File: src/rtl/pc_npc_btb.sv
// rtl/pc_npc_btb.sv - PC register with direct-mapped BTB fetch prediction and EX-stage redirect
//
// Purpose: holds the fetch PC. It predicts the next PC from a direct-mapped branch target
// buffer that uses 2-bit saturating counters. It resolves EX-stage control flow, updates
// the BTB, and raises redirect on a misprediction.
// Optional build macro: PC_BP_STATS_EN adds the branch and misprediction statistics counters.
//
// Ports:
//   clk, rst                   clock (rising edge), asynchronous active-high reset
//   stall                      hold PC; ignored when redirect is high
//   pc                         current fetch PC
//   pred_taken, pred_npc       fetch-time prediction for pc
//   ex_valid, ex_pc, ex_br,    EX-stage resolution inputs
//   ex_jmp, ex_taken,
//   ex_target, ex_pred_npc
//   redirect                   misprediction; flush younger stages this cycle
//   stat_branches              (PC_BP_STATS_EN) resolved br/jmp count, saturating
//   stat_mispred               (PC_BP_STATS_EN) redirect count, saturating

module pc_npc_btb #(
    parameter int          XLEN        = 32,
    parameter logic [XLEN-1:0] RESET_PC = '0,
    parameter int          BTB_ENTRIES = 16
) (
    input  logic            clk,
    input  logic            rst,
    input  logic            stall,
    output logic [XLEN-1:0] pc,
    output logic            pred_taken,
    output logic [XLEN-1:0] pred_npc,
    input  logic            ex_valid,
    input  logic [XLEN-1:0] ex_pc,
    input  logic            ex_br,
    input  logic            ex_jmp,
    input  logic            ex_taken,
    input  logic [XLEN-1:0] ex_target,
    input  logic [XLEN-1:0] ex_pred_npc,
    output logic            redirect
`ifdef PC_BP_STATS_EN
    ,
    output logic [31:0]     stat_branches,
    output logic [31:0]     stat_mispred
`endif
);

    localparam int IDX = $clog2(BTB_ENTRIES);
    localparam int TW  = XLEN - IDX - 2;

    logic [BTB_ENTRIES-1:0] valid_q;
    logic [BTB_ENTRIES-1:0] jmp_q;
    logic [TW-1:0]          tag_q [BTB_ENTRIES];
    logic [XLEN-1:0]        tgt_q [BTB_ENTRIES];
    logic [1:0]             ctr_q [BTB_ENTRIES];

    // Fetch-side lookup
    logic [IDX-1:0]  l_idx;
    logic [TW-1:0]   l_tag;
    logic            l_hit;
    logic [XLEN-1:0] pc_plus4;

    assign l_idx      = pc[IDX+1:2];
    assign l_tag      = pc[XLEN-1:IDX+2];
    assign l_hit      = valid_q[l_idx] && (tag_q[l_idx] == l_tag);
    assign pc_plus4   = pc + XLEN'(4);
    assign pred_taken = l_hit && (jmp_q[l_idx] || ctr_q[l_idx][1]);
    assign pred_npc   = pred_taken ? tgt_q[l_idx] : pc_plus4;

    // EX-side resolution
    logic [IDX-1:0]  e_idx;
    logic [TW-1:0]   e_tag;
    logic            e_hit;
    logic            e_cf;
    logic [XLEN-1:0] actual_npc;

    assign e_idx      = ex_pc[IDX+1:2];
    assign e_tag      = ex_pc[XLEN-1:IDX+2];
    assign e_hit      = valid_q[e_idx] && (tag_q[e_idx] == e_tag);
    assign e_cf       = ex_br || ex_jmp;
    assign actual_npc = ex_taken ? ex_target : (ex_pc + XLEN'(4));
    // Every valid EX instruction is checked, so a non-branch that was fetched through a
    // stale BTB alias also redirects.
    assign redirect   = ex_valid && (actual_npc != ex_pred_npc);

    always_ff @(posedge clk or posedge rst) begin
        if (rst) begin
            pc <= RESET_PC;
        end else if (redirect) begin
            pc <= actual_npc;
        end else if (!stall) begin
            pc <= pred_npc;
        end
    end

    // BTB update is independent of stall. Lookup reads the pre-edge contents.
    always_ff @(posedge clk or posedge rst) begin
        if (rst) begin
            valid_q <= '0;
            jmp_q   <= '0;
            for (int i = 0; i < BTB_ENTRIES; i++) begin
                tag_q[i] <= '0;
                tgt_q[i] <= '0;
                ctr_q[i] <= 2'b01;
            end
        end else if (ex_valid && e_cf) begin
            if (e_hit) begin
                if (ex_taken) begin
                    tgt_q[e_idx] <= ex_target;
                    jmp_q[e_idx] <= ex_jmp;
                    if (ctr_q[e_idx] != 2'b11) ctr_q[e_idx] <= ctr_q[e_idx] + 2'b01;
                end else begin
                    if (ctr_q[e_idx] != 2'b00) ctr_q[e_idx] <= ctr_q[e_idx] - 2'b01;
                end
            end else if (ex_taken) begin
                valid_q[e_idx] <= 1'b1;
                tag_q[e_idx]   <= e_tag;
                tgt_q[e_idx]   <= ex_target;
                jmp_q[e_idx]   <= ex_jmp;
                ctr_q[e_idx]   <= 2'b10;
            end
        end else if (ex_valid && e_hit) begin
            // A non-control-flow instruction owns this entry's tag, so the entry is stale.
            valid_q[e_idx] <= 1'b0;
        end
    end

`ifdef PC_BP_STATS_EN
    always_ff @(posedge clk or posedge rst) begin
        if (rst) begin
            stat_branches <= '0;
            stat_mispred  <= '0;
        end else begin
            if (ex_valid && e_cf && (stat_branches != 32'hFFFF_FFFF))
                stat_branches <= stat_branches + 32'd1;
            if (redirect && (stat_mispred != 32'hFFFF_FFFF))
                stat_mispred <= stat_mispred + 32'd1;
        end
    end
`endif

endmodule

File: config.mk
export PLATFORM = sky130hd
export DESIGN_NAME = pc_npc_btb
export DESIGN_NICKNAME = d
export VERILOG_FILES = /design/src/rtl/pc_npc_btb.sv
export SDC_FILE = /design/constraint.sdc
export NUM_CORES = 2
export LEC_CHECK = 0
export CAP_MARGIN = 10
export CELL_PAD_IN_SITES_DETAIL_PLACEMENT = 0
export CELL_PAD_IN_SITES_GLOBAL_PLACEMENT = 1
export CORE_ASPECT_RATIO = 2
export CORE_MARGIN = 2
export CORE_UTILIZATION = 44
export DETAILED_ROUTE_END_ITERATION = 8
export HOLD_SLACK_MARGIN = 0.06
export PLACE_DENSITY_LB_ADDON = 0.1
export SYNTH_ARGS = -nofsm -noshare
export SYNTH_HDL_FRONTEND = slang
export SYNTH_SLANG_ARGS = --single-unit
File: constraint.sdc
create_clock -name clk -period 60.2 [get_ports clk]
set_clock_uncertainty 0.2 [all_clocks]
set_input_delay 18.06 -clock clk [delete_from_list [all_inputs] [get_ports clk]]
set_output_delay 18.06 -clock clk [all_outputs]
set_load 0.01 [all_outputs]
# Yosys cells after proc, flatten, opt, wreduce, memory -nomap -nowiden
# Cells that the tools add are included.
dict set report totals {
  output_inout_bits 66
  inputBits 103
  elab_cells 143
  register_bits 1024
}
dict set report op_classes {
  order_cmp 6
  addsub 4
  eq_ne 8
  reduce_logical 18
  bitwise 9
  n_mux 47
}
# op n
set ops {}
lappend ops {{$bwmux 512} 1}
lappend ops {{$bwmux 416} 1}
lappend ops {{$mux 32} 12}
lappend ops {{$bmux 26 s4} 2}
lappend ops {{$mux 26} 5}
lappend ops {{$bmux 32 s4} 1}
lappend ops {{$demux 32 s4} 1}
lappend ops {{$demux 26 s4} 1}
lappend ops {{$add 32x3->32 const B} 2}
lappend ops {{$bwmux 32} 2}
lappend ops {{$mux 16} 4}
lappend ops {{$eq 26x26->1} 2}
lappend ops {{$and 16x16->16} 2}
lappend ops {{$ne 32x32->1} 1}
lappend ops {{$not 16->16} 2}
lappend ops {{$or 16x16->16} 2}
lappend ops {{$bmux 2 s4} 2}
lappend ops {{$bwmux 16} 1}
lappend ops {{$bmux 1 s4} 3}
lappend ops {{$ge 5x5->1 const B} 2}
lappend ops {{$lt 4x5->1 const B} 2}
lappend ops {{$mux 2} 5}
lappend ops {{$not 4->5} 2}
lappend ops {{$demux 2 s4} 1}
lappend ops {{16 further kinds} 33}

# Longest topological paths before layout
dict set report logic_depth {
  depth_word 10
  mapped_depth 18
}

# Worst setup path before layout
# No wires, ideal clock.
dict set report synth_path {
  path_kind {in2out}
  startpoint {in ex_pc[3]}
  endpoint {out redirect}
  n_path_buf 3
  required_time_ns 41.940
  t_arrival_ns 20.882
  path_stages 13
  path_slack_ns 21.058
  path_cell_list {clkbuf_1 > buf_2 > inv_2 > buf_1 > ha_1 > mux2i_1 > xor2_1 > nand4_1 > a2111o_1 > nor4_1 > nand4_1 > o21ai_2 > inv_4}
}
dict set report synth_via {
  elab_chain_cells 4
}
# element line_no
set synth_rtl {}
lappend synth_rtl {{start: declaration} 32} ;# input logic [XLEN-1:0] ex_pc,
lappend synth_rtl {{$add 32x3->32} 79} ;# assign actual_npc = ex_taken ? ex_target : (ex_pc + XLEN'(4));
lappend synth_rtl {{$mux 32} 79}
lappend synth_rtl {{$ne 32x32->1} 82} ;# assign redirect = ex_valid && (actual_npc != ex_pred_npc);
lappend synth_rtl {{$logic_and 1x1->1} 82}
lappend synth_rtl {{end: declaration} 38} ;# output logic redirect
# Every way passes these cells.

# Worst setup path after layout
dict set report layout_path {
  startpoint {in ex_pc[6]}
  endpoint {out redirect}
}
# The elaborated chain is that of the path after synthesis.

==> impl_metrics.ini <==
[outcome]
status = finished clean

[cts]
cts_tree = yes
cts.htree.levels = 3
cts_resized = 0
numCtsBuffers = 99
cts_setup_buffers = 0
clkSinkCount = 1024
cts_root_buffer = clkbuf_16
clk_latency_ns = 0.73
path_clk_slew_ns = 0.06
cts_buffer_depth = 3
hold_buffers = 0

[global_routing]
grt_usage_pct = 30.74
grt_max_degree = 189
antenna_found_initial = 23
grt_overflow = 0
grt_pass1_vias = 38080
grt_pass1_wl_um = 282900

[min_path]
min_path_type = reg2reg

[cells_and_area]
final_common_cell = dfrtp_1
final_cell_mix = dfrtp_1 (1004), mux2_2 (919), nand2_1 (423)
area_growth_pct = 11.54
multi_input_area_um2 = 27780
fin_nets = 4306
final_area_um2 = 61760
drive_above_1_share_pct = 38.02
nFillCells = 11070
final_util_pct = 49.31
ff_latch_area_um2 = 25660
stdcell_count = 5959

[logic_synthesis]
synth_area_leaders = dfrtp_1 (46%), mux2_2 (19%), mux4_2 (14%)
syn-cell-area_um2 = 55370
synth.distinct_cells = 91
yosys.area.top_type_share_pct = 45.56
synth_top_flop_cell = dfrtp_1
synth.net_count = 4322
yosys_warnings = 0
yosysSeqAreaShare_pct = 46.32
synth_area_leader_cell = dfrtp_1
synth_edf_count = 0
ys_seq_elements = 1024
synthCells = 4212
ys_async_sr_fraction_pct = 100.0
syn_area_per_cell_um2 = 13.15

[routing]
routed_wl_um = 196400
first_iter_violations = 3439
drc = 0
routed_via_density = 6.322
routedWlPerCell_um = 32.96
firstDrtPassIters = 6
final_antenna_net_count = 0
num_vias = 37670

[setup_path]
crit_fanout = 26
crit_required_ns = 41.94
crit_type = in2out
cp.arrival_ns = 23.73
end_kind = output port
startpoint_type = input port

[power]
leakage_nw = 26.88
pwr-share-clk_pct = 33.0
pwr-share-comb_pct = 23.8
p_sw_mw = 0.6192
powerDensity_nw_per_um2 = 33.33
seqPwrFrac_pct = 43.2
switching_share_pct = 30.09
p_total_mw = 2.058
internal-power_mw = 1.439
ir_drop_mv = 0.02937

[floorplanning]
pin_count = 169
die_w_um = 254.8
start_util_pct = 44.21
rows = 184
coreArea_um2 = 125200
die_area_um2 = 128900
chipHeight_um = 505.7

[placed_design]
numPlacedInstances = 5769
portBuffers = 168
gp_routability_congestion = 0.9025
dpl.hpwl_um = 123500
place_ws_ns = 18.31
place_area_um2 = 58240

[flow_run]
cap_violations = 0

[timing]
setup-tns-final_ns = 0
setup_viol = 0
relSlewSlack_pct = 15.65
worst_slack_ns = 18.21
post-route-period-util_pct = 69.75
fmax_mhz = 23.82
worst_slew_pin_slew_ns = 1.255
slew_violations = 0
hold_violations = 0
holdWs_ns = 0.2743
rsz0062_at_grt = no
period_needed_ns = 41.99
## worst paths after layout
path	start	endpoint	slack (ns)	depth (start not counted)
max in group asynchronous	rst	tgt_q[192]	38.88	5
worst min register to register	tgt_q[396]	tgt_q[396]	0.27	2
min in group asynchronous	rst	tag_q[181]	17.70	2
worst max-delay path	ex_pc[6]	redirect	18.21	12
worst min-delay path	tgt_q[396]	tgt_q[396]	0.27	2
worst max register to register	pc[5]	pc[2]	53.99	11
## layer usage
metal  part of all wire (%)  vias to the layer above  track usage, %
li1                       -                    15620               -
met1                     42                    20250           42.73
met2                     47                     1411           48.84
met3                    6.5                      356           5.247
met4                    3.5                       34           10.26
met5                   0.11                        -               0
## Yosys cell counts, drive strengths merged (7+ instances only)
master,instances
and2,41
o41ai,8
o21ai,47
nand4,39
xor2,59
mux4,344
inv,33
a31oi,32
and3,13
nand3,41
mux2,929
nand2,439
dfstp,16
o31ai,31
o22ai,30
a21oi,44
nor4,26
a211oi,20
and4,11
clkbuf,244
buf,151
xnor2,98
or4,17
a2bb2oi,19
o211ai,15
nor2b,11
or3,31
dfrtp,1008
nor2,102
nand2b,13
a22oi,13
mux2i,130
a221oi,11
ha,7
o211a,12
nor3,29
or2,7
## area by class of cell
class                      count  share of cell area (%)
sequential                  1024                   41.55
tap                         1674                   3.392
inverter                      35                  0.2330
antenna                        6                 0.02431
clock inverter                45                   1.029
timing repair buffer         278                   4.164
multi-input combinational   2758                   44.98
clock buffer                 139                   4.632
## cells by family (layout without fill, tap and decap cells)
group | after synthesis | after routing | share of synthesized area [%]
mux | 1403 | 1403 | 35.24
flops | 1024 | 1024 | 46.32
simple gates | 840 | 840 | 7.476
buf+inv | 430 | 497 | 3.774
compound gates | 351 | 351 | 4.554
xor+xnor | 157 | 157 | 2.484
fa+ha+maj | 7 | 7 | 0.1582
other cells | 0 | 6 | 0
## critical path, cell delays in order
cell	delay (ns)
clkdlybuf4s50_1	1.07
nand3_1	0.49
nor4_2	1.17
nand2_1	0.28
xor2_1	0.23
o2111ai_1	0.18
a2111oi_0	0.56
nand4_1	0.36
o21ai_4	0.21
buf_4	0.42
inv_4	0.15
clkdlybuf4s50_1	0.52
## power groups by stage
stage / Clock (mW) / Sequential (mW) / Combinational [mW]
2_1_floorplan: 0 / 0.865 / 0.346
3_3_place_gp: 0 / 0.891 / 0.482
3_5_place_dp: 0 / 0.898 / 0.490
4_1_cts: 0.692 / 0.885 / 0.491
5_1_grt: 0.720 / 0.901 / 0.520
6_report: 0.680 / 0.888 / 0.490
## state kept, by name (all words and copies together) (netlist names), named ones only
signal and count:
jmp_q 16, tgt_q 512, ctr_q 32, tag_q 416, pc 32
No activity file was read; power rests on OpenSTA's default activity.
==> RTL edit, RTL diff (config.mk and constraints unchanged) <==
Add an input register stage for `ex_target`, without a reset; this delays it by one clock. The other inputs are not delayed to match.
--- a/src/rtl/pc_npc_btb.sv
+++ b/src/rtl/pc_npc_btb.sv
@@ -46,6 +46,12 @@
     localparam int IDX = $clog2(BTB_ENTRIES);
     localparam int TW  = XLEN - IDX - 2;
 
+    logic [XLEN-1:0] ex_target_q;
+
+    always_ff @(posedge clk) begin
+        ex_target_q <= ex_target;
+    end
+
     logic [BTB_ENTRIES-1:0] valid_q;
     logic [BTB_ENTRIES-1:0] jmp_q;
     logic [TW-1:0]          tag_q [BTB_ENTRIES];
@@ -76,7 +82,7 @@
     assign e_tag      = ex_pc[XLEN-1:IDX+2];
     assign e_hit      = valid_q[e_idx] && (tag_q[e_idx] == e_tag);
     assign e_cf       = ex_br || ex_jmp;
-    assign actual_npc = ex_taken ? ex_target : (ex_pc + XLEN'(4));
+    assign actual_npc = ex_taken ? ex_target_q : (ex_pc + XLEN'(4));
     // Every valid EX instruction is checked, so a non-branch that was fetched through a
     // stale BTB alias also redirects.
     assign redirect   = ex_valid && (actual_npc != ex_pred_npc);
@@ -104,7 +110,7 @@
         end else if (ex_valid && e_cf) begin
             if (e_hit) begin
                 if (ex_taken) begin
-                    tgt_q[e_idx] <= ex_target;
+                    tgt_q[e_idx] <= ex_target_q;
                     jmp_q[e_idx] <= ex_jmp;
                     if (ctr_q[e_idx] != 2'b11) ctr_q[e_idx] <= ctr_q[e_idx] + 2'b01;
                 end else begin
@@ -113,7 +119,7 @@
             end else if (ex_taken) begin
                 valid_q[e_idx] <= 1'b1;
                 tag_q[e_idx]   <= e_tag;
-                tgt_q[e_idx]   <= ex_target;
+                tgt_q[e_idx]   <= ex_target_q;
                 jmp_q[e_idx]   <= ex_jmp;
                 ctr_q[e_idx]   <= 2'b10;
             end
Check against the original RTL: not settled (the Yosys comparison gave no result); the edit may change what the design does.
==> RTL edit against the unedited design <==
- synthesized area increased by 2.0%
- core utilization is 0.28 points lower
- wire length increased by 3.5%
- sequential cell count rose by 32
- register-to-register slack worse by 0.62 ns
- setup slack lost 0.84 ns
- cell area up 1.6%
- power grew 0.59%
- largest power group unchanged
- highest routed layer unchanged
==> RTL edit: results (changes against the unedited design) <==
status: "finished clean"
r2r_end: "pc[12]"
min_to: "tgt_q[425]"
grt_max_degree: 150  # -21%
cp_max_fo: 27  # +3.8%
grt_usage_pct: 31.0  # +0.25 points
synth.area.mux_share_pct: 35.5  # +0.28 points
cts_setup_buffers: 0  # unchanged
grt_pass1_wl_um: 293000  # +3.5%
num_vias: 37900  # +0.56%
rr_worst_depth: 13  # +2
ff2ff_setup_slack_ns: 53.37  # -0.62 ns
switching_share_pct: 30.5  # +0.40 points
fillers: 11400  # +3.2%
syn_area_per_cell_um2: 13.6  # +3.2%
arrival_ns: 24.57  # +0.84 ns
wl_um: 203000  # +3.5%
hpwl_um: 134000  # +8.7%
holdWs_ns: 0.279  # +0.00447 ns
syn_nets: 4277  # -1.0%
placedCellCount: 5737  # -0.55%
grt_antenna_before_repair: 16  # -30%
post_synth_xor_area_fraction_pct: 2.15  # -0.33 points
drt_iter0_drc: 3076  # -11%
setup_slack_ns: 17.37  # -0.843 ns
routedWlPerCell_um: 34.3  # +4.1%
cts_buffers: 101  # +2.0%
yosysUniqueCellTypes: 100  # +9.9%
drive_gt1_share_pct: 39.6  # +1.5 points
top_regs: "tgt_q (512), tag_q (416)"
synth_warnings: 0  # unchanged
synthArstFlopShare_pct: 97.0  # -3.0 points
reg2reg_from: "pc[5]"
peakVddDrop_mv: 0.0278  # -5.5%
hp-start: "tgt_q[425]"
gp_congestion: 0.945  # +4.7%
cts_resized: 0  # unchanged
clk_latency_ns: 0.74
synth-compound-area-share_pct: 5.68  # +1.1 points
postPlaceCellArea_um2: 59400  # +2.0%
synth_adder_area_share_pct: 0.155  # -0.0032 points
first_global_vias: 39500  # +3.8%
ys_seq_area_share_pct: 46.5  # +0.20 points
synthTopCellsByCount: "dfrtp_1 (1008), mux2_2 (952), mux4_2 (317)"
relSlewSlack_pct: 12.2  # -3.4 points
hp-class: "flip-flop to flip-flop"
yosys-top-cells-area: "dfrtp_1 (45%), mux2_2 (19%), mux4_2 (13%)"
p_leak_uw: 0.0270  # +0.53%
## RTL edit: final cells by class
type | instances | area, um2 | area share [%]
diodes | 4 | 10.0 | 0.0159
clock buffers | 158 | 3020 | 4.81
clock inverters | 29 | 329 | 0.524
inverters | 32 | 130 | 0.207
multi-input cells | 2653 | 28100 | 44.8
flip-flops and latches | 1056 | 26300 | 41.9
well taps | 1692 | 2120 | 3.37
repair buffers | 304 | 2740 | 4.36
## RTL edit: kinds of logic after synthesis
family,count (synthesis)
multiplexers,1473
flip-flops,1056
AND/OR/NAND/NOR,593
buffers and inverters,458
AO/OA/AOI/OAI,446
XOR/XNOR,134
adder cells (fa/ha/maj),7
## RTL edit: power by group through the flow
stage / combinational (uW) / clock, uW / sequential (uW)
finish: 492 / 659 / 919
CTS: 493 / 674 / 917
detailed placement: 491 / 0 / 930
global placement: 486 / 0 / 925
floorplan: 352 / 0 / 891
global route: 518 / 701 / 933
## RTL edit: routing by layer
layer  vias up  global-route usage, %  share of wire (%)
met5         -                      0              0.083
met4        24                   17.0                6.2
met3       470                   5.20                5.5
met2      1285                   53.1                 50
met1     20400                   37.0                 38
li1      15700                      -                  -
## RTL edit: critical path, stage by stage
cell and delay [ns]:
buf_4 0.44, ha_1 0.66, nand3_2 0.42, or4_1 0.67
a221oi_1 0.35, o22ai_1 0.16, or4_1 0.59, nor4_1 0.26
nand4_1 0.83, nand2_1 0.95, inv_2 0.46, clkdlybuf4s50_1 0.67
## RTL edit: how the worst max path moves through the flow
stage | cells past startpoint | endpoint | startpoint
floorplan | 1 | asynchronous set/reset pin | rst
global placement | 12 | redirect | ex_pc[2]
detailed placement | 12 | redirect | ex_pc[2]
CTS | 12 | redirect | ex_pc[2]
global route | 12 | redirect | ex_pc[2]
finish | 12 | redirect | ex_pc[2]
